==> config.mk <==
export PLATFORM = sky130hd
export DESIGN_NAME = fp_mul_unpack
export DESIGN_NICKNAME = d
export VERILOG_FILES = /design/src/rtl/fp_mul_pkg.sv /design/src/rtl/fp_lzc.sv /design/src/rtl/fp_mul_unpack.sv
export SDC_FILE = /design/constraint.sdc
export NUM_CORES = 1
export LEC_CHECK = 0
export ABC_AREA = 0
export CAP_MARGIN = 20
export CORE_ASPECT_RATIO = 1.25
export CORE_MARGIN = 2
export CORE_UTILIZATION = 40
export CTS_CLUSTER_SIZE = 28
export DETAILED_ROUTE_END_ITERATION = 6
export HOLD_SLACK_MARGIN = 0.02
export PLACE_DENSITY = 0.64
export SETUP_SLACK_MARGIN = 0.05
export SLEW_MARGIN = 10
export SYNTH_ARGS = -nofsm -noshare
export SYNTH_HDL_FRONTEND = slang
export SYNTH_SLANG_ARGS = --single-unit
==> constraint.sdc <==
create_clock -name clk -period 11.26 [get_ports clk]
set_input_delay 2.815 -clock clk [delete_from_list [all_inputs] [get_ports clk]]
set_output_delay 2.815 -clock clk [all_outputs]
set_load 0.02 [all_outputs]
==> src/rtl/fp_mul_pkg.sv <==
// fp_mul_pkg: shared definitions for the floating-point multiplier datapath.
//   CLS_* : 2-bit result class encoding carried between multiplier stages.
//   fp_bias(ew) : exponent bias for an ew-bit exponent field.
package fp_mul_pkg;

  localparam logic [1:0] CLS_NORMAL = 2'b00;
  localparam logic [1:0] CLS_ZERO   = 2'b01;
  localparam logic [1:0] CLS_INF    = 2'b10;
  localparam logic [1:0] CLS_NAN    = 2'b11;

  function automatic int fp_bias(input int ew);
    return (1 << (ew - 1)) - 1;
  endfunction

endpackage

==> src/rtl/fp_lzc.sv <==
// fp_lzc: combinational leading-zero counter.
//   x_i   [W-1:0]  value to scan, MSB first
//   cnt_o [CW-1:0] number of leading zeros, W when x_i is all zero
module fp_lzc #(
  parameter int W  = 24,
  parameter int CW = $clog2(W + 1)
) (
  input  logic [W-1:0]  x_i,
  output logic [CW-1:0] cnt_o
);

  // Ascending scan: the highest set bit is the last one to write the count.
  always_comb begin
    cnt_o = CW'(W);
    for (int i = 0; i < W; i++) begin
      if (x_i[i]) cnt_o = CW'(W - 1 - i);
    end
  end

endmodule

==> src/rtl/fp_mul_unpack.sv <==
// fp_mul_unpack: two-stage operand unpack for the FP multiplier.
//   clk, reset          rising-edge clock, async active-high reset
//   in_valid/in_ready   operand pair handshake; a, b packed {sign, exp, frac}
//   out_valid/out_ready result handshake
//   out_sign            sign(a) ^ sign(b)
//   out_a/b_mant        normalised mantissas, hidden bit at MSB (0 if not normal)
//   out_exp             signed eff_exp(a) + eff_exp(b) - BIAS (0 if not normal)
//   out_class           CLS_NORMAL / CLS_ZERO / CLS_INF / CLS_NAN
// Stage 1 captures raw fields and per-operand class flags; stage 2 normalises
// subnormals, sums exponents and resolves the final class.
module fp_mul_unpack
  import fp_mul_pkg::*;
#(
  parameter int E_WIDTH = 8,
  parameter int M_WIDTH = 23,
  parameter bit DAZ     = 1'b0
) (
  input  logic                       clk,
  input  logic                       reset,
  input  logic                       in_valid,
  output logic                       in_ready,
  input  logic [E_WIDTH+M_WIDTH:0]   a,
  input  logic [E_WIDTH+M_WIDTH:0]   b,
  output logic                       out_valid,
  input  logic                       out_ready,
  output logic                       out_sign,
  output logic [M_WIDTH:0]           out_a_mant,
  output logic [M_WIDTH:0]           out_b_mant,
  output logic [E_WIDTH+1:0]         out_exp,
  output logic [1:0]                 out_class
);

  localparam int OW  = E_WIDTH + M_WIDTH + 1;
  localparam int XW  = E_WIDTH + 2;
  localparam int MW1 = M_WIDTH + 1;
  localparam int CW  = $clog2(MW1 + 1);
  localparam logic [XW-1:0] BIAS_X = XW'(fp_bias(E_WIDTH));

  typedef struct packed {
    logic               sgn;
    logic [E_WIDTH-1:0] exp;
    logic [M_WIDTH-1:0] frac;
    logic               zero;  // true zero, or subnormal flushed by DAZ
    logic               sub;   // subnormal still to be normalised
    logic               inf;
    logic               nan;
  } s1_op_t;

  // ---- handshake -------------------------------------------------------
  logic [2:1] vld_pipe_q, vld_pipe_d;
  logic       s1_advance, s2_load, s1_load;

  assign s1_advance = vld_pipe_q[2] ? out_ready : 1'b1;
  assign in_ready   = ~vld_pipe_q[1] | s1_advance;
  assign s1_load    = in_valid & in_ready;
  assign s2_load    = s1_advance & vld_pipe_q[1];

  always_comb begin
    vld_pipe_d = vld_pipe_q;
    if (in_ready)   vld_pipe_d[1] = in_valid;
    if (s1_advance) vld_pipe_d[2] = vld_pipe_q[1];
  end

  always_ff @(posedge clk or posedge reset) begin
    if (reset) vld_pipe_q <= '0;
    else       vld_pipe_q <= vld_pipe_d;
  end

  // ---- stage 1: field split and per-operand classification ------------
  logic   [1:0][OW-1:0] op_in;
  s1_op_t [1:0]         s1_q, s1_d;

  // Stage-2 per-operand combinational results.
  logic [1:0][CW-1:0]  lz;
  logic [1:0][MW1-1:0] mant_c;
  logic [1:0][XW-1:0]  eexp_c;

  assign op_in = {b, a};

  for (genvar i = 0; i < 2; i++) begin : gen_op
    logic [E_WIDTH-1:0] exp_in;
    logic [M_WIDTH-1:0] frac_in;
    logic               exp_zero, exp_ones, frac_nz;

    assign exp_in   = op_in[i][OW-2:M_WIDTH];
    assign frac_in  = op_in[i][M_WIDTH-1:0];
    assign exp_zero = (exp_in == '0);
    assign exp_ones = &exp_in;
    assign frac_nz  = |frac_in;

    assign s1_d[i].sgn  = op_in[i][OW-1];
    assign s1_d[i].exp  = exp_in;
    assign s1_d[i].frac = frac_in;
    assign s1_d[i].zero = exp_zero & (~frac_nz | DAZ);
    assign s1_d[i].sub  = exp_zero & frac_nz & ~DAZ;
    assign s1_d[i].inf  = exp_ones & ~frac_nz;
    assign s1_d[i].nan  = exp_ones & frac_nz;

    // Stage 2: a subnormal's leading-zero count both shifts the hidden
    // position into the MSB and lowers the effective exponent below 1.
    fp_lzc #(.W(MW1), .CW(CW)) u_lzc (
      .x_i   ({1'b0, s1_q[i].frac}),
      .cnt_o (lz[i])
    );

    assign mant_c[i] = s1_q[i].sub ? ({1'b0, s1_q[i].frac} << lz[i])
                                   : {1'b1, s1_q[i].frac};
    assign eexp_c[i] = s1_q[i].sub ? (XW'(1) - XW'(lz[i]))
                                   : XW'(s1_q[i].exp);
  end

  always_ff @(posedge clk or posedge reset) begin
    if (reset)        s1_q <= '0;
    else if (s1_load) s1_q <= s1_d;
  end

  // ---- stage 2: final class, exponent sum ------------------------------
  logic                 sign_q, sign_d;
  logic [1:0][MW1-1:0]  mant_q, mant_d;
  logic [XW-1:0]        exp_q, exp_d;
  logic [1:0]           cls_q, cls_d;
  logic                 any_nan, any_inf, any_zero;

  // zero x inf has no meaningful product, so it resolves to NaN.
  assign any_nan  = s1_q[0].nan | s1_q[1].nan |
                    (s1_q[0].zero & s1_q[1].inf) | (s1_q[0].inf & s1_q[1].zero);
  assign any_inf  = s1_q[0].inf | s1_q[1].inf;
  assign any_zero = s1_q[0].zero | s1_q[1].zero;

  always_comb begin
    cls_d = CLS_NORMAL;
    if (any_nan)       cls_d = CLS_NAN;
    else if (any_inf)  cls_d = CLS_INF;
    else if (any_zero) cls_d = CLS_ZERO;
  end

  always_comb begin
    sign_d = s1_q[0].sgn ^ s1_q[1].sgn;
    mant_d = '0;
    exp_d  = '0;
    if (cls_d == CLS_NORMAL) begin
      mant_d = mant_c;
      exp_d  = eexp_c[0] + eexp_c[1] - BIAS_X;
    end
  end

  always_ff @(posedge clk or posedge reset) begin
    if (reset) begin
      sign_q <= 1'b0;
      mant_q <= '0;
      exp_q  <= '0;
      cls_q  <= CLS_NORMAL;
    end else if (s2_load) begin
      sign_q <= sign_d;
      mant_q <= mant_d;
      exp_q  <= exp_d;
      cls_q  <= cls_d;
    end
  end

  assign out_valid  = vld_pipe_q[2];
  assign out_sign   = sign_q;
  assign out_a_mant = mant_q[0];
  assign out_b_mant = mant_q[1];
  assign out_exp    = exp_q;
  assign out_class  = cls_q;

endmodule

* After elaboration in Yosys (flattened, before gate mapping) *
Index checks and enable logic that the tools add are counted.

operators by class
  add/sub/neg operators = 4
  shift operators = 2
  multiplexer cells = 56
  bitwise logic cells = 22
  reduce and logical (&&, ||, !) cells = 7

operator list
  cell                                                 number
  2-to-1 mux 5 bit                                     30
  2-to-1 mux 4 bit                                     16
  2-to-1 mux 24 bit                                    2
  2-to-1 mux 48 bit                                    1
  << shifter 23 x 5 -> 24 bit                          2
  OR reduction 23 bit                                  2
  2-to-1 mux 10 bit                                    3
  logical NOT 8 bit                                    2
  AND reduction 8 bit                                  2
  AND 1 bit                                            12
  subtractor 1 x 5 -> 6 bit (first input constant)     2
  adder 10 bit                                         1
  subtractor 10 x 7 -> 10 bit (second input constant)  1
  OR 1 bit                                             6
  2-to-1 mux 2 bit                                     2
  inverter 1 bit                                       3
  logical NOT 2 bit                                    1
  2-to-1 mux 1 bit                                     2
  XOR 1 bit                                            1

storage, ports and cells
  bits in registers = 135
  input port bits = 68
  output and inout bits = 63

* Longest topological paths before layout *
Gate-level depths: netlist (run 1).

  depth in word-level cells = 28
  gate-level depth with buffers = 23

* Hierarchy *
From an unflattened synthesis (run 1), not the netlist that was laid out.

unflattened totals
  cells, all modules = 968
  area, all modules = 9148.8 um2

modules (own cells, without submodules)
  module         times used  cells each  area each (um2)
  fp_mul_unpack  1           872         8618.3
  fp_lzc         2           48          265.3

* Worst setup path after synthesis (run 1) *
Ideal clock, no wire load.

  path type = input-to-output
  start point = input port out_ready
  end point = output port in_ready
  arrival time = 3130 ps
  setup slack = 5315 ps
  stages on the path = 1
  buffers on the path = 0
  path through = nand3b_1

on the way
  longest elaborated chain between the ends = 2

ends and longest elaborated chain
  element             RTL line             source
  start: declaration  fp_mul_unpack.sv:25  input logic out_ready,
  2-to-1 mux 1 bit    fp_mul_unpack.sv:53  assign s1_advance = vld_pipe_q[2] ? out_ready : 1'b1;
  OR 1 bit            fp_mul_unpack.sv:54  assign in_ready = ~vld_pipe_q[1] | s1_advance;
  end: declaration    fp_mul_unpack.sv:21  output logic in_ready,

Every way passes these cells.

* Final worst setup path (run 1) *
Same ends and word-level chain as after synthesis.

==> flow_metrics.env, run 1 <==
export IMPL_status="finished, final reports clean"
export IMPL_crit_reg2reg_launch="s1_q[16]"
export IMPL_vias=7980
export IMPL_io_pins=131
export IMPL_crit_required_ns=8.45
export IMPL_cts_resized=0
export IMPL_rrSetupSlack_ns=6.35
export IMPL_syn_area_um2=8840
export IMPL_layout_nets=1122
export IMPL_slew_headroom_pct=34.9
export IMPL_dp_hpwl_mm=20.7
export IMPL_drive_gt1_share_pct=12.7
export IMPL_finalCriticalPeriod_ns=6.95
export IMPL_hp_class="reg -> reg"
export IMPL_ys_seq_area_share_pct=38.2
export IMPL_syn_to_final_growth_pct=22.4
export IMPL_power_density_nw_per_um2=186
export IMPL_tritoncts="built"
export IMPL_reg2reg_to="out_exp[9]"
export IMPL_routed_via_density=6.02
export IMPL_syn_area_per_cell_um2=9.35
export IMPL_cp_end_kind="primary output"
export IMPL_cp_start_kind="input pin"
export IMPL_die_h_um=170
export IMPL_drtPass1Iterations=5
export IMPL_cts_setup_buffers=0
export IMPL_grt_start_max_net_pins=98
export IMPL_crit_fanout=5
export IMPL_core_area_um2=21600
export IMPL_finalPower_uw=2010
export IMPL_final_hold_violation_count=0
export IMPL_synth_nets=1034
export IMPL_clock_path_buffers=2
export IMPL_numCtsBuffers=17
export IMPL_tightest_slew_ns=0.973
export IMPL_cts_root_buf="clkbuf_16"
export IMPL_fin_setup_tns_ns=0
export IMPL_fmax_ghz=0.144
export IMPL_place_inst=1294
export IMPL_routedWlPerCell_um=21.2
export IMPL_dieWidth_um=137
export IMPL_yosys_warnings=0
export IMPL_grt_pass1_vias=7976
export IMPL_clk_pin_slew_worst_paths_ns=0.06
export IMPL_track_usage_pct=24.8
export IMPL_clk_latency_ns=0.43
export IMPL_ys_top_cells_by_area="dfrtp_1 (38%), mux2_2 (9.4%), mux2i_1 (8.4%)"
export IMPL_drtIter0Drc=729
export IMPL_drc=0
export IMPL_cts_sinks=135
export IMPL_final_setup_viol_count=0
export IMPL_cp_startpoint="out_ready"
export IMPL_yosysTopAreaCell="dfrtp_1"
export IMPL_ff2ff_path_depth=17
export IMPL_wirelength_mm=28.1
export IMPL_critPathArrivalTime_ns=4.14
export IMPL_std_cell_rows=60
export IMPL_start_util_pct=40.9
export IMPL_instances_no_fill=1326
export IMPL_synthCells=946
export IMPL_crit_type="in -> out"
export IMPL_ir_drop_v=0.000119
export IMPL_fin_ws_ns=4.31
export IMPL_async_reset_ff_share_pct=100
export IMPL_ys_ff_latch=135
export IMPL_mostFrequentLayoutCell="dfrtp_1"
export IMPL_pre_cts_slack_ns=4.31
export IMPL_synth_edff_count=0
export IMPL_die_area_um2=23300
export IMPL_worstSetupEndpoint="in_ready"
export IMPL_max_cap_viol_count=0
export IMPL_grt_pass1_wl_mm=44.7
export IMPL_io_buffers=130
export IMPL_rsz0062_at_grt="no"
export IMPL_htreeDepth=4
export IMPL_slew_violations=0
export IMPL_skew_ns=0.0115
export IMPL_synth_top_area_share_pct=38.2
export IMPL_ant_nets=0
export IMPL_antenna_found_initial=0
export IMPL_gr_total_overflow=0
export IMPL_antennaDiodeCount=0
export IMPL_cts_hold_buf=0
export IMPL_place_congestion=0.964
export IMPL_finalCritPeriodShare_pct=61.8
export IMPL_synth_ff_type="dfrtp_1"
export IMPL_final_cell_mix="dfrtp_1 (135), clkdlybuf4s50_1 (130), nand2_1 (84), mux2_2 (74), mux2i_1 (74)"
export IMPL_ys_types=75
export IMPL_p_leak_uw=0.00451
export IMPL_min_from="out_exp[3]"
## area by class of cell
class,count,area [um^2]
multi-input cells,709,5030
fillers,2059,10800
well taps,279,349
repair buffers,139,1370
clock inverters,15,136
flip-flops and latches,135,3380
inverters,32,138
clock buffers,17,425
## synth_stat cells, types with 12 or more instances
library cell and number:
a21oi_1 61, a22o_1 15, a22oi_1 23, clkbuf_1 48
dfrtp_1 135, ha_1 19, inv_1 28, mux2_2 74
mux2i_1 74, nand2_1 86, nand3_1 14, nor2_1 48
nor3_1 24, nor4_1 24, o21ai_0 50, o21ai_1 14
o31ai_1 12
## metrics by stage
step | hold WS, ns | util (%) | instance area, um^2
finish | 0.484 | 50.1 | 10800
floorplan | 0.459 | - | 8840
detailed placement | 0.470 | 47.5 | 10300
CTS | 0.484 | 50.1 | 10800
global placement | 0.463 | 47.5 | 10300
global route | 0.523 | 50.1 | 10800
## how the worst min path moves through the flow
| stage | to | slack, ns | cells past startpoint |
|---|---|---|---|
| 3_3_place_gp | out_exp[3] | 0.46 | 2 |
| 2_1_floorplan | s1_q[36] | 0.46 | 2 |
| 4_1_cts | out_exp[3] | 0.48 | 2 |
| 5_1_grt | s1_q[63] | 0.52 | 1 |
| 3_5_place_dp | out_exp[3] | 0.47 | 2 |
| 6_report | out_exp[3] | 0.48 | 2 |
## flip-flops by register name, summed over array words and instances, names as in the netlist
register and flops:
out_a_mant 24, out_b_mant 24, out_class 2, out_exp 10
out_sign 1, s1_q 72, vld_pipe_q 2
## critical path: stages
cell	delay, ns
clkdlybuf4s50_1	0.46
nand3b_1	0.21
clkdlybuf4s50_1	0.64
## logic make-up after synthesis
group,share of synthesized area [%]
AND/OR/NAND/NOR,13.6
adder cells (fa/ha/maj),2.91
XOR/XNOR,0.990
multiplexers,17.8
buffers and inverters,5.14
flip-flops,38.2
AO/OA/AOI/OAI,21.4
## power breakdown
| group | leakage (uW) | switching, uW | internal [uW] | total, uW |
|---|---|---|---|---|
| clock | 0.000268 | 247 | 290 | 538 |
| combinational | 0.00262 | 422 | 348 | 770 |
| sequential | 0.00163 | 126 | 575 | 701 |
## per-layer routing
| layer | share of wire, % | wire length (um) | GRT usage [%] |
|---|---|---|---|
| met5 | 0 | 0 | 0 |
| met3 | 5.7 | 1590 | 3.87 |
| met2 | 51 | 14300 | 42.8 |
| met4 | 3.8 | 1060 | 11.3 |
| met1 | 39 | 11100 | 30.3 |
(Power assumes the default switching activity.)
==> inputs of run 2 (changes only) <==
Settings changed: PLACE_DENSITY 0.64 to 0.66.
Clock period 11.26 ns to 5.9 ns, I/O delays scaled along.
==> run 2 against run 1 <==
Count of clock-buffer cells in the layout unchanged. Clock skew up 0.0021 ns. Register-to-register slack lost 4.9 ns. Sequential power up 90%. Wire length rose by 7.5%. Combinational power rose by 97%. Sequential cell count is the same. First-iteration DRC count rose by 4.1%. Via count grew 2.6%. Worst setup slack got worse by 2.9 ns. Critical endpoint is now out_exp[9]. Largest cell class unchanged. Largest power group unchanged.
==> flow_metrics.env, run 2 (synthesized netlist as in run 1, its figures left out) <==
export IMPL_wirelength_mm=30.2
export IMPL_std_cell_rows=60
export IMPL_clk_latency_ns=0.43
export IMPL_crit_fanout=24
export IMPL_ir_drop_v=0.000205
export IMPL_finalCriticalPeriod_ns=4.47
export IMPL_gr_total_overflow=0
export IMPL_crit_required_ns=6.23
export IMPL_fill_cells=2061
export IMPL_io_pins=131
export IMPL_critPathArrivalTime_ns=4.80
export IMPL_max_cap_viol_count=0
export IMPL_finalPower_uw=3990
export IMPL_cts_sinks=135
export IMPL_rsz0062_at_grt="no"
export IMPL_layout_nets=1131
export IMPL_cp_end_kind="register"
export IMPL_ant_nets=0
export IMPL_grt_start_max_net_pins=105
export IMPL_instances_no_fill=1335
export IMPL_status="finished, final reports clean"
export IMPL_die_h_um=170
export IMPL_final_cell_mix="dfrtp_1 (135), clkdlybuf4s50_1 (130), nand2_1 (84), mux2_2 (74), mux2i_1 (74)"
export IMPL_finalCritPeriodShare_pct=75.7
export IMPL_clk_pin_slew_worst_paths_ns=0.06
export IMPL_fin_setup_tns_ns=0
export IMPL_core_area_um2=21600
export IMPL_cp_start_kind="register"
export IMPL_cts_setup_buffers=0
export IMPL_drc=0
export IMPL_place_congestion=0.977
export IMPL_routed_via_density=6.14
export IMPL_fmax_ghz=0.224
export IMPL_crit_type="reg -> reg"
export IMPL_hp_class="reg -> reg"
export IMPL_fin_util_pct=50.7
export IMPL_p_leak_uw=0.00459
export IMPL_clock_path_buffers=2
export IMPL_die_area_um2=23300
export IMPL_dieWidth_um=137
export IMPL_place_inst=1303
export IMPL_slew_headroom_pct=35.2
export IMPL_antennaDiodeCount=0
export IMPL_power_density_nw_per_um2=365
export IMPL_drtIter0Drc=759
export IMPL_grt_pass1_vias=8185
export IMPL_largest_register="s1_q"
export IMPL_final_hold_violation_count=0
export IMPL_grt_pass1_wl_mm=47.3
export IMPL_htreeDepth=4
export IMPL_mostFrequentLayoutCell="dfrtp_1"
export IMPL_routedWlPerCell_um=22.6
export IMPL_cts_root_buf="clkbuf_16"
export IMPL_track_usage_pct=26.7
export IMPL_cts_resized=0
export IMPL_io_buffers=130
export IMPL_cts_hold_buf=0
export IMPL_antenna_found_initial=0
export IMPL_drive_gt1_share_pct=13.4
export IMPL_largest_register_ffs=72
export IMPL_slew_violations=0
export IMPL_dp_hpwl_mm=22.7
export IMPL_tritoncts="built"
export IMPL_skew_ns=0.0136
export IMPL_tightest_slew_ns=0.972
export IMPL_numCtsBuffers=17
export IMPL_drtPass1Iterations=6
export IMPL_final_setup_viol_count=0
export IMPL_syn_to_final_growth_pct=23.8
export IMPL_vias=8191
export IMPL_start_util_pct=40.9
## run 2: changes by cell type in the layout (fill, tap and decap cells not counted), sizes merged
cell	previous run	this run
inv	38	34
bufinv	0	3
clkinvlp	3	1
clkinv	6	9
buf	9	18
## run 2: worst paths after layout
| kind | slack, ns | cells past startpoint | start | end |
|---|---|---|---|---|
| max | 1.43 | 18 | s1_q[43] | out_exp[9] |
| min | 0.48 | 2 | out_b_mant[2] | out_b_mant[2] |
| min reg2reg | 0.48 | 2 | out_b_mant[2] | out_b_mant[2] |
| max in group asynchronous | 3.30 | 3 | reset | out_b_mant[8] |
| min in group asynchronous | 1.60 | 2 | reset | s1_q[47] |
| max reg2reg | 1.43 | 18 | s1_q[43] | out_exp[9] |
## run 2: per-stage QoR
stage	setup WS, ns	hold WS [ns]	cell area, um^2
5_1_grt	1.11	0.518	11000
3_3_place_gp	1.52	0.470	10300
4_1_cts	1.47	0.487	11000
6_report	1.43	0.481	11000
3_5_place_dp	1.48	0.472	10300
2_1_floorplan	0.814	0.459	8840
## run 2: worst max-delay path, cell delays in order (launching register included)
cell	delay (ns)
dfrtp_1	0.46
or4_1	0.58
nand2_1	0.11
a31oi_2	0.08
buf_4	0.22
inv_2	0.40
ha_1	0.31
mux2_2	0.27
ha_1	0.34
fa_1	0.41
a21oi_1	0.15
nor2_1	0.05
nor2_1	0.14
o21bai_1	0.08
a21oi_1	0.22
o21bai_1	0.09
a21oi_1	0.18
xnor2_1	0.08
o31ai_1	0.18
## run 2: metal layers
metal	share of wire, %	GRT usage (%)	vias to the layer above	wire length (um)
li1	-	-	3734	-
met1	39	32.1	3997	11800
met2	51	46.3	366	15400
met3	5.2	4.05	94	1560
met4	4.7	12.6	0	1430
met5	0	0	-	0
## run 2: final cells by class
type                    count  area, um^2  share of cell area, %
well taps                 279         349                   3.19
repair buffers            148        1440                   13.1
clock buffers              17         425                   3.88
inverters                  32         138                   1.26
multi-input cells         709        5030                   45.9
clock inverters            15         195                   1.78
flip-flops and latches    135        3380                   30.8
## run 2: power breakdown
group          total, uW  switching [uW]  internal [uW]
clock network       1140             467            676
registers           1330             231           1100
logic               1520             851            671
total               3990            1550           2440
